<file path="src/rtl/pipe_skid_ir.sv">
// IF/ID pipeline register with a two-entry skid buffer.
// Carries instruction + PC+4 from fetch to decode over valid/ready on both
// sides, keeps in_ready registered, inserts bubbles on flush, substitutes a
// NOP on empty outputs and keeps a saturating decode-stall counter.
module pipe_skid_ir #(
   parameter int unsigned       INST_W      = 32,
   parameter int unsigned       PC_W        = 32,
   parameter logic [INST_W-1:0] NOP_INST    = 32'h0000_0000,
   parameter int unsigned       STALL_CNT_W = 16
) (
   input  logic                   clock,
   input  logic                   reset,
   input  logic                   in_valid,
   output logic                   in_ready,
   input  logic [PC_W-1:0]        in_pc4,
   input  logic [INST_W-1:0]      in_inst,
   output logic                   out_valid,
   input  logic                   out_ready,
   output logic [PC_W-1:0]        out_pc4,
   output logic [INST_W-1:0]      out_inst,
   input  logic                   flush,
   input  logic                   clr_stats,
   output logic [STALL_CNT_W-1:0] stall_cnt
);

   localparam logic [STALL_CNT_W-1:0] CNT_MAX = {STALL_CNT_W{1'b1}};
   localparam logic [STALL_CNT_W-1:0] CNT_ONE = {{(STALL_CNT_W-1){1'b0}}, 1'b1};

   // Main entry M drives the outputs; skid entry S catches the one extra
   // instruction that can arrive while decode stalls.
   logic                   m_valid_r;
   logic [PC_W-1:0]        m_pc4_r;
   logic [INST_W-1:0]      m_inst_r;
   logic                   s_valid_r;
   logic [PC_W-1:0]        s_pc4_r;
   logic [INST_W-1:0]      s_inst_r;
   logic [STALL_CNT_W-1:0] stall_cnt_r;

   logic in_ready_s;
   logic in_fire_s;
   logic out_fire_s;
   logic stall_s;

   // Handshake decode: in_ready comes straight from the S valid flop, masked during reset.
   always_comb begin
      in_ready_s = ~s_valid_r & ~reset;
      in_fire_s  = in_valid & in_ready_s;
      out_fire_s = m_valid_r & out_ready;
      stall_s    = m_valid_r & ~out_ready;
   end

   // Storage update: reset, then flush, then M refill / S capture in priority order.
   always_ff @(posedge clock) begin
      if (reset) begin
         m_valid_r <= 1'b0;
         s_valid_r <= 1'b0;
         m_pc4_r   <= {PC_W{1'b0}};
         m_inst_r  <= NOP_INST;
         s_pc4_r   <= {PC_W{1'b0}};
         s_inst_r  <= NOP_INST;
      end else if (flush) begin
         m_valid_r <= 1'b0;
         s_valid_r <= 1'b0;
      end else if (!m_valid_r || out_fire_s) begin
         if (s_valid_r) begin
            m_valid_r <= 1'b1;
            m_pc4_r   <= s_pc4_r;
            m_inst_r  <= s_inst_r;
            s_valid_r <= in_fire_s;
            if (in_fire_s) begin
               s_pc4_r  <= in_pc4;
               s_inst_r <= in_inst;
            end
         end else begin
            m_valid_r <= in_fire_s;
            if (in_fire_s) begin
               m_pc4_r  <= in_pc4;
               m_inst_r <= in_inst;
            end
         end
      end else if (in_fire_s) begin
         s_valid_r <= 1'b1;
         s_pc4_r   <= in_pc4;
         s_inst_r  <= in_inst;
      end
   end

   // Saturating decode-stall counter; clear beats increment, flush leaves it alone.
   always_ff @(posedge clock) begin
      if (reset) begin
         stall_cnt_r <= {STALL_CNT_W{1'b0}};
      end else if (clr_stats) begin
         stall_cnt_r <= {STALL_CNT_W{1'b0}};
      end else if (stall_s && (stall_cnt_r != CNT_MAX)) begin
         stall_cnt_r <= stall_cnt_r + CNT_ONE;
      end else begin
         stall_cnt_r <= stall_cnt_r;
      end
   end

   // Output gating: an empty stage shows a NOP with zero PC+4 regardless of stale payload.
   always_comb begin
      in_ready  = in_ready_s;
      out_valid = m_valid_r;
      stall_cnt = stall_cnt_r;
      if (m_valid_r) begin
         out_pc4  = m_pc4_r;
         out_inst = m_inst_r;
      end else begin
         out_pc4  = {PC_W{1'b0}};
         out_inst = NOP_INST;
      end
   end

endmodule

</file>
<file path="config.mk">
export PLATFORM = sky130hd
export DESIGN_NAME = pipe_skid_ir
export DESIGN_NICKNAME = d
export VERILOG_FILES = /design/src/rtl/pipe_skid_ir.sv
export SDC_FILE = /design/constraint.sdc
export NUM_CORES = 1
export LEC_CHECK = 0
export BUFFER_PORTS_ARGS = -buffer_cell sky130_fd_sc_hd__buf_2
export CAP_MARGIN = 25
export CORE_MARGIN = 5
export CORE_UTILIZATION = 50
export CTS_BUF_LIST = sky130_fd_sc_hd__clkbuf_8
export DETAILED_ROUTE_END_ITERATION = 12
export PLACE_DENSITY = 0.86
export RECOVER_POWER = 50
export REMOVE_ABC_BUFFERS = 1
export SLEW_MARGIN = 20
export SYNTH_ARGS = -nofsm -noshare
export SYNTH_HDL_FRONTEND = slang
export SYNTH_SLANG_ARGS = --single-unit
export TNS_END_PERCENT = 50
</file>
<file path="constraint.sdc">
create_clock -name clock -period 2.2 [get_ports clock]
set_input_delay 0.11 -clock clock [delete_from_list [all_inputs] [get_ports clock]]
set_output_delay 0.11 -clock clock [all_outputs]
set_load 0.01 [all_outputs]
</file>
==> impl_results.md, run 1 <==
- Outcome: finished clean
- Die Ht: approximately 120 µm
- WL/cell: between 15 and 20 µm
- Slowest-stage cell, CP: clkbuf_4
- DRT antenna net count: 0
- Mapped Area: ~6400 µm²
- Least-Margin Pin Slew: between 0.7 and 0.8 ns
- TritonRoute pass-1 iters: 5
- Placer Congestion: approximately 0.88
- H-tree levels: 4
- Yosys synthesis warning count: 0
- Worst Clk Skew: roughly 0.012 ns
- Initial antenna violation count: 0
- Seq/Total Area, Yosys: 0.4585
- Hold slack final: between 0.03 and 0.04 ns
- Average size of a mapped cell: between 8 and 9 µm²
- Final nets: just over 1,000
- Fmax: 488.2 MHz
- Clock network power share: 0.382
- CP Max Fanout: between 60 and 70
- Clock root buffer: clkbuf_8
- Initial core utilization: 0.5072
- Total GRT Usage: 0.2283
- Synth Instances: between 700 and 800
- Buffers & Inverters on Critical Path: 3
- Switching Fraction: 0.2436
- Flop pwr share: 0.527
- Clock sinks: 146
- Setup crit end kind: flip-flop
- GR Overflow Total: 0
- Row count: ~40
- Post-place setup slack: 0.2229 ns
- Startpoint Class: input pin
- Via/cell ratio: 5.371
- Peak VDD IR: between 600 and 700 µV
- Crit path kind: input pin to flip-flop
- Commonest cells after routing, fill and taps aside: 145 x dfxtp_1, 135 x nand2_1, 115 x buf_2
- Clk slew on worst S/H paths: about 0.080 ns
- Net Sw Power: 1.268 mW
- TritonCTS clock tree: built
- Hold Path Class: input pin to flip-flop
- Power Density: between 600 and 700 nW/µm²
- Ports: 152
- Via count: roughly 6,000
- Part of the power in combinational logic: 0.091
- CP arrival: around 2.4 ns
- CP max stage delay: between 0.6 and 0.7 ns
- Max-Cap Viols: 0
- #FFs+latches synth: roughly 150
- Crit path time final: a little over 2 ns
- Yosys cell types: 44
- Fillcell total: roughly 990
- Crit-path leading delay family: buffers and inverters
- Die footprint: 15,110 µm²
- Largest net degree at the start of global routing: about 100
- Total CTS buffers: 17
- WL final: ~17 mm
- Final std cells w/o fill: 1,122
- Data required, critical path: between 2 and 3 ns
- Leak: 3.000 nW
- Ant. Diodes: 0
- CTS Buffer Depth: 2
- Postcts setup bufs: 0
- Period utilization: 0.9311
- Setup violators final: 0
- DRC violations left: 0
- Port buffer count: about 150
- Clk_lat worst skew: ~0.44 ns
- Layout area overhead: 29.15%
- Final hold violations: 0
- First-pass GRT wire length: around 27 mm
- Vias in the first global route: 5,677
- Die Width: 122.9 µm
- Critical Path, Cell by Cell: dlygate4sd3_1, buf_4, nand2b_1, a211oi_4, clkbuf_4, nor2_1, a211oi_1
- Post-route setup slack: between 0.15 and 0.2 ns
- CORE AREA: 12,570 µm²
- P_int: around 3.9 mW
- Slew Limit Fails: 0
- Most common cell after layout, fill and taps aside: dfxtp_1
- DP Cell Count: around 1,000
- Share of cells above drive strength 1: 0.1768
- DP Wirelength: 9.912 mm
- Slew margin rel.: 0.4960
- Initial DRC Count: approximately 420
## worst reg2reg max path: stages (launching register included)
cell and delay [ns]:
dfxtp_1 0.42, ha_1 0.24, nand3_1 0.28, nor4_4 0.54, buf_4 0.23, nor4_1 0.05
o21a_1 0.18
## cells in the mapped netlist (all sizes together)
cell       n  share of area
o31ai      1         0.0012
nand4      7          0.012
a31oi      2         0.0020
a21oi     70          0.055
and4       3         0.0043
a21boi     1         0.0012
clkbuf    41          0.026
a2111oi    1         0.0024
o21ai      4         0.0031
nor3       3         0.0024
or3        8         0.0079
buf       20          0.016
mux2i     66           0.10
o41ai      2         0.0027
nor4       5         0.0073
nand2b     2         0.0020
nor2b      1        0.00098
nor2      73          0.043
inv        2         0.0012
or4        3         0.0035
dfxtp    146           0.46
nand3b     1         0.0012
ha         1         0.0020
o21a       2         0.0024
nand3      6         0.0047
a311oi     1         0.0014
and3       2         0.0020
or2        1        0.00098
a211oi    65          0.077
o31a       2         0.0027
and2      65          0.064
xnor2      1         0.0014
o311ai     2         0.0027
a41o       2         0.0033
nand2    135          0.079
## layer usage
metal / global-route usage / wire, µm / vias up
li1: - / - / 2967
met1: 0.2667 / 6929 / 2796
met2: 0.3973 / 8844 / 222
met3: 0.06404 / 1110 / 41
met4: 0.08607 / 444 / 0
met5: 0 / 0 / -
## metrics by stage
step           utilization  TNS [ns]  instance area (µm²)  total power [mW]
3_3_place_gp        0.5767         0                 7248             3.166
6_report            0.6551         0                 8233             5.204
3_5_place_dp        0.5767         0                 7248             3.177
5_1_grt             0.6551  -0.03053                 8233             5.424
2_1_floorplan            -   -628.93                 6108             3.004
4_1_cts             0.6609         0                 8307             5.230
## sequential cells by signal (all words and copies together), names as in the netlist
name / count
stall_cnt: 16
m_inst_r: 32
s_valid_r: 1
m_pc4_r: 32
s_inst_r: 32
out_valid: 1
s_pc4_r: 32
## cell families (layout without fill, tap and decap cells)
kind of cell               count (synthesis)  in the layout  synth area share
muxes                                     66             66            0.1036
DFF                                      146            146            0.4585
adders and majority gates                  1              1          0.001962
xor gates and xnor gates                   1              1          0.001374
and+or+nand+nor                          315            315            0.2349
AOI/OAI and AO/OA                        155            155            0.1566
buffers and inverters                     63            266           0.04298
## layout make-up
| type | count | area, µm² | share of cell area |
|---|---|---|---|
| multi-input cells | 538 | 3204 | 0.3892 |
| flip-flops and latches | 146 | 2927 | 0.3555 |
| repair buffers | 232 | 1501 | 0.1824 |
| clock buffers | 21 | 289.0 | 0.03511 |
| well taps | 172 | 215.2 | 0.02614 |
| clock inverters | 11 | 88.84 | 0.01079 |
| inverters | 2 | 7.507 | 0.0009119 |
## worst paths after layout
| check | from | end | slack, ns | cells after the start |
|---|---|---|---|---|
| max | reset | m_pc4_r[9] | 0.15 | 7 |
| min | in_valid | out_valid | 0.03 | 3 |
| max reg2reg | stall_cnt[1] | stall_cnt[5] | 0.16 | 6 |
| min reg2reg | s_pc4_r[24] | s_pc4_r[24] | 0.45 | 2 |
## power groups by stage
| stage | Clock [mW] | Combinational (mW) | Sequential [mW] |
|---|---|---|---|
| 2_1_floorplan | 0 | 0.198 | 2.81 |
| 3_3_place_gp | 0 | 0.366 | 2.80 |
| 3_5_place_dp | 0 | 0.373 | 2.80 |
| 4_1_cts | 2.02 | 0.467 | 2.74 |
| 5_1_grt | 2.16 | 0.516 | 2.75 |
| 6_report | 1.99 | 0.471 | 2.74 |
## what timing repair did
action	CTS	global route
hold buffers	68	0
endpoints found under the hold margin	102	0
resized for setup	0	1
endpoints found under the setup margin	0	1
(Power assumes the default switching activity.)
==> run 2, diff against run 1 <==
--- a/config.mk
+++ b/config.mk
@@ -5,13 +5,14 @@
 export SDC_FILE = /design/constraint.sdc
 export NUM_CORES = 1
 export LEC_CHECK = 0
+export ABC_AREA = 1
 export BUFFER_PORTS_ARGS = -buffer_cell sky130_fd_sc_hd__buf_2
 export CAP_MARGIN = 25
 export CORE_MARGIN = 5
 export CORE_UTILIZATION = 50
 export CTS_BUF_LIST = sky130_fd_sc_hd__clkbuf_8
 export DETAILED_ROUTE_END_ITERATION = 12
-export PLACE_DENSITY = 0.86
+export PLACE_DENSITY = 0.85
 export RECOVER_POWER = 50
 export REMOVE_ABC_BUFFERS = 1
 export SLEW_MARGIN = 20
==> impl_results.md, run 2 <==
- WL final: ~19 mm
- Ys flop type: dfxtp_1
- Post-synth top area cell: dfxtp_1
- Largest net degree at the start of global routing: 66
- Initial DRC Count: 718
- Row count: 42
- Initial antenna violation count: 0
- CP Max Fanout: 30
- Power Density: between 600 and 700 nW/µm²
- Fillcell total: ~1,200
- Clock sinks: around 150
- Final setup TNS: 0 ns
- Top-count cell post-synth: nand2_1
- Setup crit end kind: flip-flop
- Worst R2R Path Depth: 6
- Seq/Total Area, Yosys: 0.4265
- Post-place setup slack: a little over 0.5 ns
- Clock network power share: 0.418
- Total CTS buffers: 17
- GR Overflow Total: 0
- TritonCTS clock tree: built
- First-pass GRT wire length: approximately 32 mm
- Yosys cell types: 27
- Final hold violations: 0
- CORE AREA: between 10,000 and 15,000 µm²
- DRT antenna net count: 0
- Slew margin rel.: 0.2000
- Worst Clk Skew: between 0.01 and 0.015 ns
- Peak VDD IR: slightly above 400 µV
- Max-Cap Viols: 0
- Leak: roughly 4.3 nW
- TritonRoute pass-1 iters: 5
- Number of synthesized flops with an enable pin: 0
- Most common cell after layout, fill and taps aside: nand2_1
- CTS Buffer Depth: 2
- Hold path start: clr_stats
- Mapped Area: a little under 7000 µm²
- Flop pwr share: 0.497
- Total GRT Usage: 0.2344
- Post-placement cell area: ~7600 µm²
- Post-route setup slack: approximately 0.15 ns
- Worst hold stages: 4
- DP Cell Count: between 1,000 and 1,500
- Fmax: slightly below 500 MHz
- Average size of a mapped cell: 6.533 µm²
- Startpoint Class: input pin
- Worst r2r src: s_valid_r
- Period utilization: 0.9326
- DRC violations left: 0
- Reg area: between 2000 and 3000 µm²
- Slew Limit Fails: 0
- DP Wirelength: 11.56 mm
- Die Width: approximately 130 µm
- Setup violators final: 0
- Design area: 8640 µm²
- Layout area overhead: 26.07%
- Via/cell ratio: 5.039
- Initial core utilization: 0.5134
- Commonest cells after routing, fill and taps aside: 308 x nand2_1, 145 x dfxtp_1, 135 x buf_2
- Port buffer count: ~150
- Yosys synthesis warning count: 0
- Die footprint: around 16,000 µm²
- Part of the power in combinational logic: 0.084
- Ranking of synthesized cells by area: dfxtp_1 43%, nand2_1 17%, a21oi_1 7.2%, nor2_1 6.7%, inv_1 6.0%
- Synth async-reset ratio: 0
- H-tree levels: 4
- Ant. Diodes: 0
- Final std cells w/o fill: around 1,400
- Crit path time final: 2.052 ns
- Final nets: 1,302
- Clock root buffer: clkbuf_8
- Critical Path Source: reset
- Share of cells above drive strength 1: 0.1553
- RSZ-0062 raised after global routing: no
- Vias in the first global route: about 6,800
- Net Sw Power: 1.302 mW
- Least-Margin Pin Slew: ~1.2 ns
- Via count: roughly 7,000
- Data required, critical path: around 2.6 ns
- Die Ht: approximately 130 µm
- Crit path kind: input pin to flip-flop
- Outcome: finished clean
- Clk slew on worst S/H paths: 0.08 ns
- Post-CTS sizing: 0
- Hold Path Class: input pin to flip-flop
- Share of the synthesized area in the top cell type: 0.4265
- Final core occ: 0.6473
- Synth cell count leaders: 307 x nand2_1, 146 x dfxtp_1, 122 x nor2_1
- CP arrival: 2.44 ns
- Clk_lat worst skew: roughly 0.45 ns
- Placer Congestion: ~0.85
- Multi-input logic area: around 3100 µm²
- Switching Fraction: 0.2388
- WL/cell: between 10 and 15 µm
- Synth Instances: ~1,000
- P_int: approximately 4.1 mW
- #FFs+latches synth: approximately 150
- R2R setup slack: roughly 0.18 ns
- Ports: between 150 and 200
-- run 2: repair_timing --
action,in CTS,in global routing
hold buffers,67,0
hold endpoints to repair,66,0
buffers inserted,0,0
-- run 2: area by class of cell --
| type | instances | area share |
|---|---|---|
| multi-input cells | 721 | 0.3616 |
| repair buffers | 233 | 0.1749 |
| flip-flops and latches | 146 | 0.3387 |
| inverters | 112 | 0.04895 |
| clock buffers | 18 | 0.02867 |
| clock inverters | 13 | 0.02158 |
| well taps | 176 | 0.02549 |
-- run 2: cells by family (layout without fill, tap and decap cells) --
family	Yosys count	in the layout	share of synthesized area
DFF	146	146	0.4265
and+or+nand+nor	526	526	0.3111
buffers and inverters	182	376	0.1183
adders and majority gates	1	1	0.001826
AOI/OAI and AO/OA	194	194	0.1422
-- run 2: power by group through the flow --
stage | clock, mW | combinational, mW | sequential [mW]
floorplan | 0 | 0.178 | 2.77
global placement | 0 | 0.360 | 2.77
detailed placement | 0 | 0.365 | 2.77
CTS | 2.31 | 0.456 | 2.71
global route | 2.41 | 0.508 | 2.72
finish | 2.28 | 0.459 | 2.71
-- run 2: critical path, cell delays in order --
cell and delay [ns]:
dlygate4sd3_1 0.54, buf_2 0.21, nor2_4 0.13, nand2_2 0.09, nand2_1 0.12, buf_4 0.34
inv_1 0.13, nor4_1 0.20, dlygate4sd3_1 0.58
-- run 2: worst paths after layout --
kind | to
setup / recovery | s_valid_r
hold reg to reg | m_pc4_r[19]
setup reg to reg | s_valid_r
hold / removal | stall_cnt[9]
-- run 2: through the flow --
stage | hold slack (ns) | power, mW
floorplan | 0.1791 | 2.952
global placement | 0.3504 | 3.130
detailed placement | 0.3579 | 3.137
CTS | 0.1355 | 5.476
global route | 0.04220 | 5.631
finish | 0.03204 | 5.450
-- run 2: metal layers --
metal  vias up  track usage  wire length, µm
li1       3652            -                -
met1      3218       0.2947             8214
met2       246       0.3932             9143
met3        35      0.05509             1197
met4         0      0.08580              469
met5         -            0                0
==> run 3, diff against run 2 <==
--- a/config.mk
+++ b/config.mk
@@ -12,7 +12,7 @@
 export CORE_UTILIZATION = 50
 export CTS_BUF_LIST = sky130_fd_sc_hd__clkbuf_8
 export DETAILED_ROUTE_END_ITERATION = 12
-export PLACE_DENSITY = 0.85
+export PLACE_DENSITY = 0.88
 export RECOVER_POWER = 50
 export REMOVE_ABC_BUFFERS = 1
 export SLEW_MARGIN = 20
==> constraint.sdc (replaced) <==
create_clock -name clock -period 1.7 [get_ports clock]
set_input_delay 0.085 -clock clock [delete_from_list [all_inputs] [get_ports clock]]
set_output_delay 0.085 -clock clock [all_outputs]
set_load 0.01 [all_outputs]
==> impl_results.md, run 3 (synthesis gave the netlist of run 2 again) <==
- Outcome: finished clean
- Critical Path Most Common Cell: nor2_1
- Post-place setup slack: 0.1141 ns
- Die Width: between 100 and 150 µm
- P_int: between 5 and 6 mW
- Leak: 4.372 nW
- Ant. Diodes: 0
- Port buffer count: approximately 150
- TritonCTS clock tree: built
- Max-Cap Viols: 0
- Least-Margin Pin Slew: about 0.66 ns
- Final setup TNS: 0 ns
- Via/cell ratio: 5.064
- Die footprint: ~16,000 µm²
- CTS Buffer Depth: 2
- Setup crit end kind: flip-flop
- Initial core utilization: 0.5134
- Post-route setup slack: about 0.13 ns
- Ports: roughly 150
- Slew Limit Fails: 0
- Crit path time final: 1.575 ns
- Part of the power in combinational logic: 0.090
- Via count: just over 7,000
- Slowest-stage cell, CP: dfxtp_1
- CP Max Fanout: 10
- Largest net degree at the start of global routing: 66
- Clock root buffer: clkbuf_8
- CORE AREA: between 10,000 and 15,000 µm²
- RSZ-0062 raised after global routing: yes
- DRT antenna net count: 0
- DP Wirelength: roughly 12 mm
- Flop pwr share: 0.508
- Power Density: between 700 and 800 nW/µm²
- First-pass GRT wire length: ~32 mm
- Clk slew on worst S/H paths: 0.08 ns
- WL/cell: between 10 and 15 µm
- Commonest cells after routing, fill and taps aside: 307 x nand2_1, 144 x dfxtp_1, 135 x buf_2
- Critical Path, Cell by Cell: ha_1, nand2_1, nor2_1, nand4_1, buf_4, a21oi_1, nor2_1
- Startpoint Class: flip-flop
- Row count: 42
- Vias in the first global route: around 6,700
- Data required, critical path: approximately 2 ns
- Final hold violations: 0
- Most common cell after layout, fill and taps aside: nand2_1
- Initial antenna violation count: 0
- Initial DRC Count: about 580
- TritonRoute pass-1 iters: 6
- Buffers & Inverters on Critical Path: 1
- Share of cells above drive strength 1: 0.1599
- Peak VDD IR: ~500 µV
- Slew margin rel.: 0.5570
- Period utilization: 0.9262
- Total GRT Usage: 0.2353
- Crit path kind: flip-flop to flip-flop
- Placer Congestion: 0.8432
- Clock network power share: 0.402
- GR Overflow Total: 0
- Setup violators final: 0
- Clk_lat worst skew: ~0.45 ns
- Die Ht: 127.1 µm
- Hold slack final: around 0.14 ns
- Final nets: ~1,300
- Net Sw Power: 1.700 mW
- Worst Clk Skew: around 0.0087 ns
- Total CTS buffers: 17
- DRC violations left: 0
- Crit-path leading delay family: simple AND/OR/NAND/NOR gates
- WL final: 19.07 mm
- Fmax: 635.1 MHz
- Switching Fraction: 0.2463
- Layout area overhead: 27.61%
- Clock sinks: between 100 and 150
- H-tree levels: 4
- CP arrival: approximately 1.9 ns
- CP max stage delay: 0.40 ns
- Hold Path Class: input pin to flip-flop
==> run 3: cell count changes in the layout (fill, tap and decap cells not counted), moves of 2 or more <==
cell      before  now
o21ai_0       93   78
buf_4         11   15
nor2_2         3    1
o21ai_1        1   16
clkbuf_2       3    0
inv_6          0    2
buf_12         0    6
clkinv_4       5    2
==> run 3: final timing paths <==
kind / startpoint / to / slack, ns / cells after the start
min reg2reg: m_inst_r[7] / m_inst_r[7] / 0.46 / 2
min: reset / m_pc4_r[6] / 0.14 / 3
max: stall_cnt[0] / stall_cnt[15] / 0.13 / 7
max reg2reg: stall_cnt[0] / stall_cnt[15] / 0.13 / 7
==> run 3: area by class of cell <==
| cell class | instances | area [µm²] |
|---|---|---|
| Clock buffer | 17 | 234.0 |
| Clock inverter | 15 | 167.7 |
| Fill cell | 1174 | 4603 |
| Inverter | 112 | 422.9 |
| Multi-Input combinational cell | 721 | 3129 |
| Sequential cell | 146 | 2928 |
| Tap cell | 176 | 220.2 |
| Timing Repair Buffer | 240 | 1643 |
==> run 3: repair_timing <==
action | in CTS | in global routing
setup buffers | 0 | 0
gates resized for setup | 1 | 4
endpoints found under the hold margin | 83 | 4
hold buffers | 66 | 1
setup endpoints to repair | 65 | 56
==> run 3: stage by stage <==
step	total power, mW	cell area [µm²]	std cells	utilization
2_1_floorplan	3.821	6465	979	-
3_3_place_gp	4.068	7671	1327	0.5747
4_1_cts	6.938	8737	1425	0.6546
5_1_grt	7.172	8745	1427	0.6551
6_report	6.903	8745	1427	0.6551
3_5_place_dp	4.077	7671	1327	0.5747
==> run 3: metal layers <==
metal	track usage	routed length [µm]	vias up
li1	-	-	3670
met1	0.2961	8119	3215
met2	0.3998	9204	294
met3	0.04674	1268	48
met4	0.08833	476	0
met5	0	0	-
==> run 3: tightest hold or removal path, delay by kind of cell <==
kind / cells / cell delay, ns
AOI/OAI and AO/OA: 1 / 0.10
buffers and inverters: 2 / 0.36
==> run 3: power groups by stage <==
| stage | combinational (mW) | sequential, mW | clock, mW |
|---|---|---|---|
| 2_1_floorplan | 0.230 | 3.59 | 0 |
| 3_3_place_gp | 0.484 | 3.58 | 0 |
| 3_5_place_dp | 0.491 | 3.59 | 0 |
| 4_1_cts | 0.609 | 3.51 | 2.82 |
| 5_1_grt | 0.687 | 3.51 | 2.97 |
| 6_report | 0.620 | 3.51 | 2.77 |
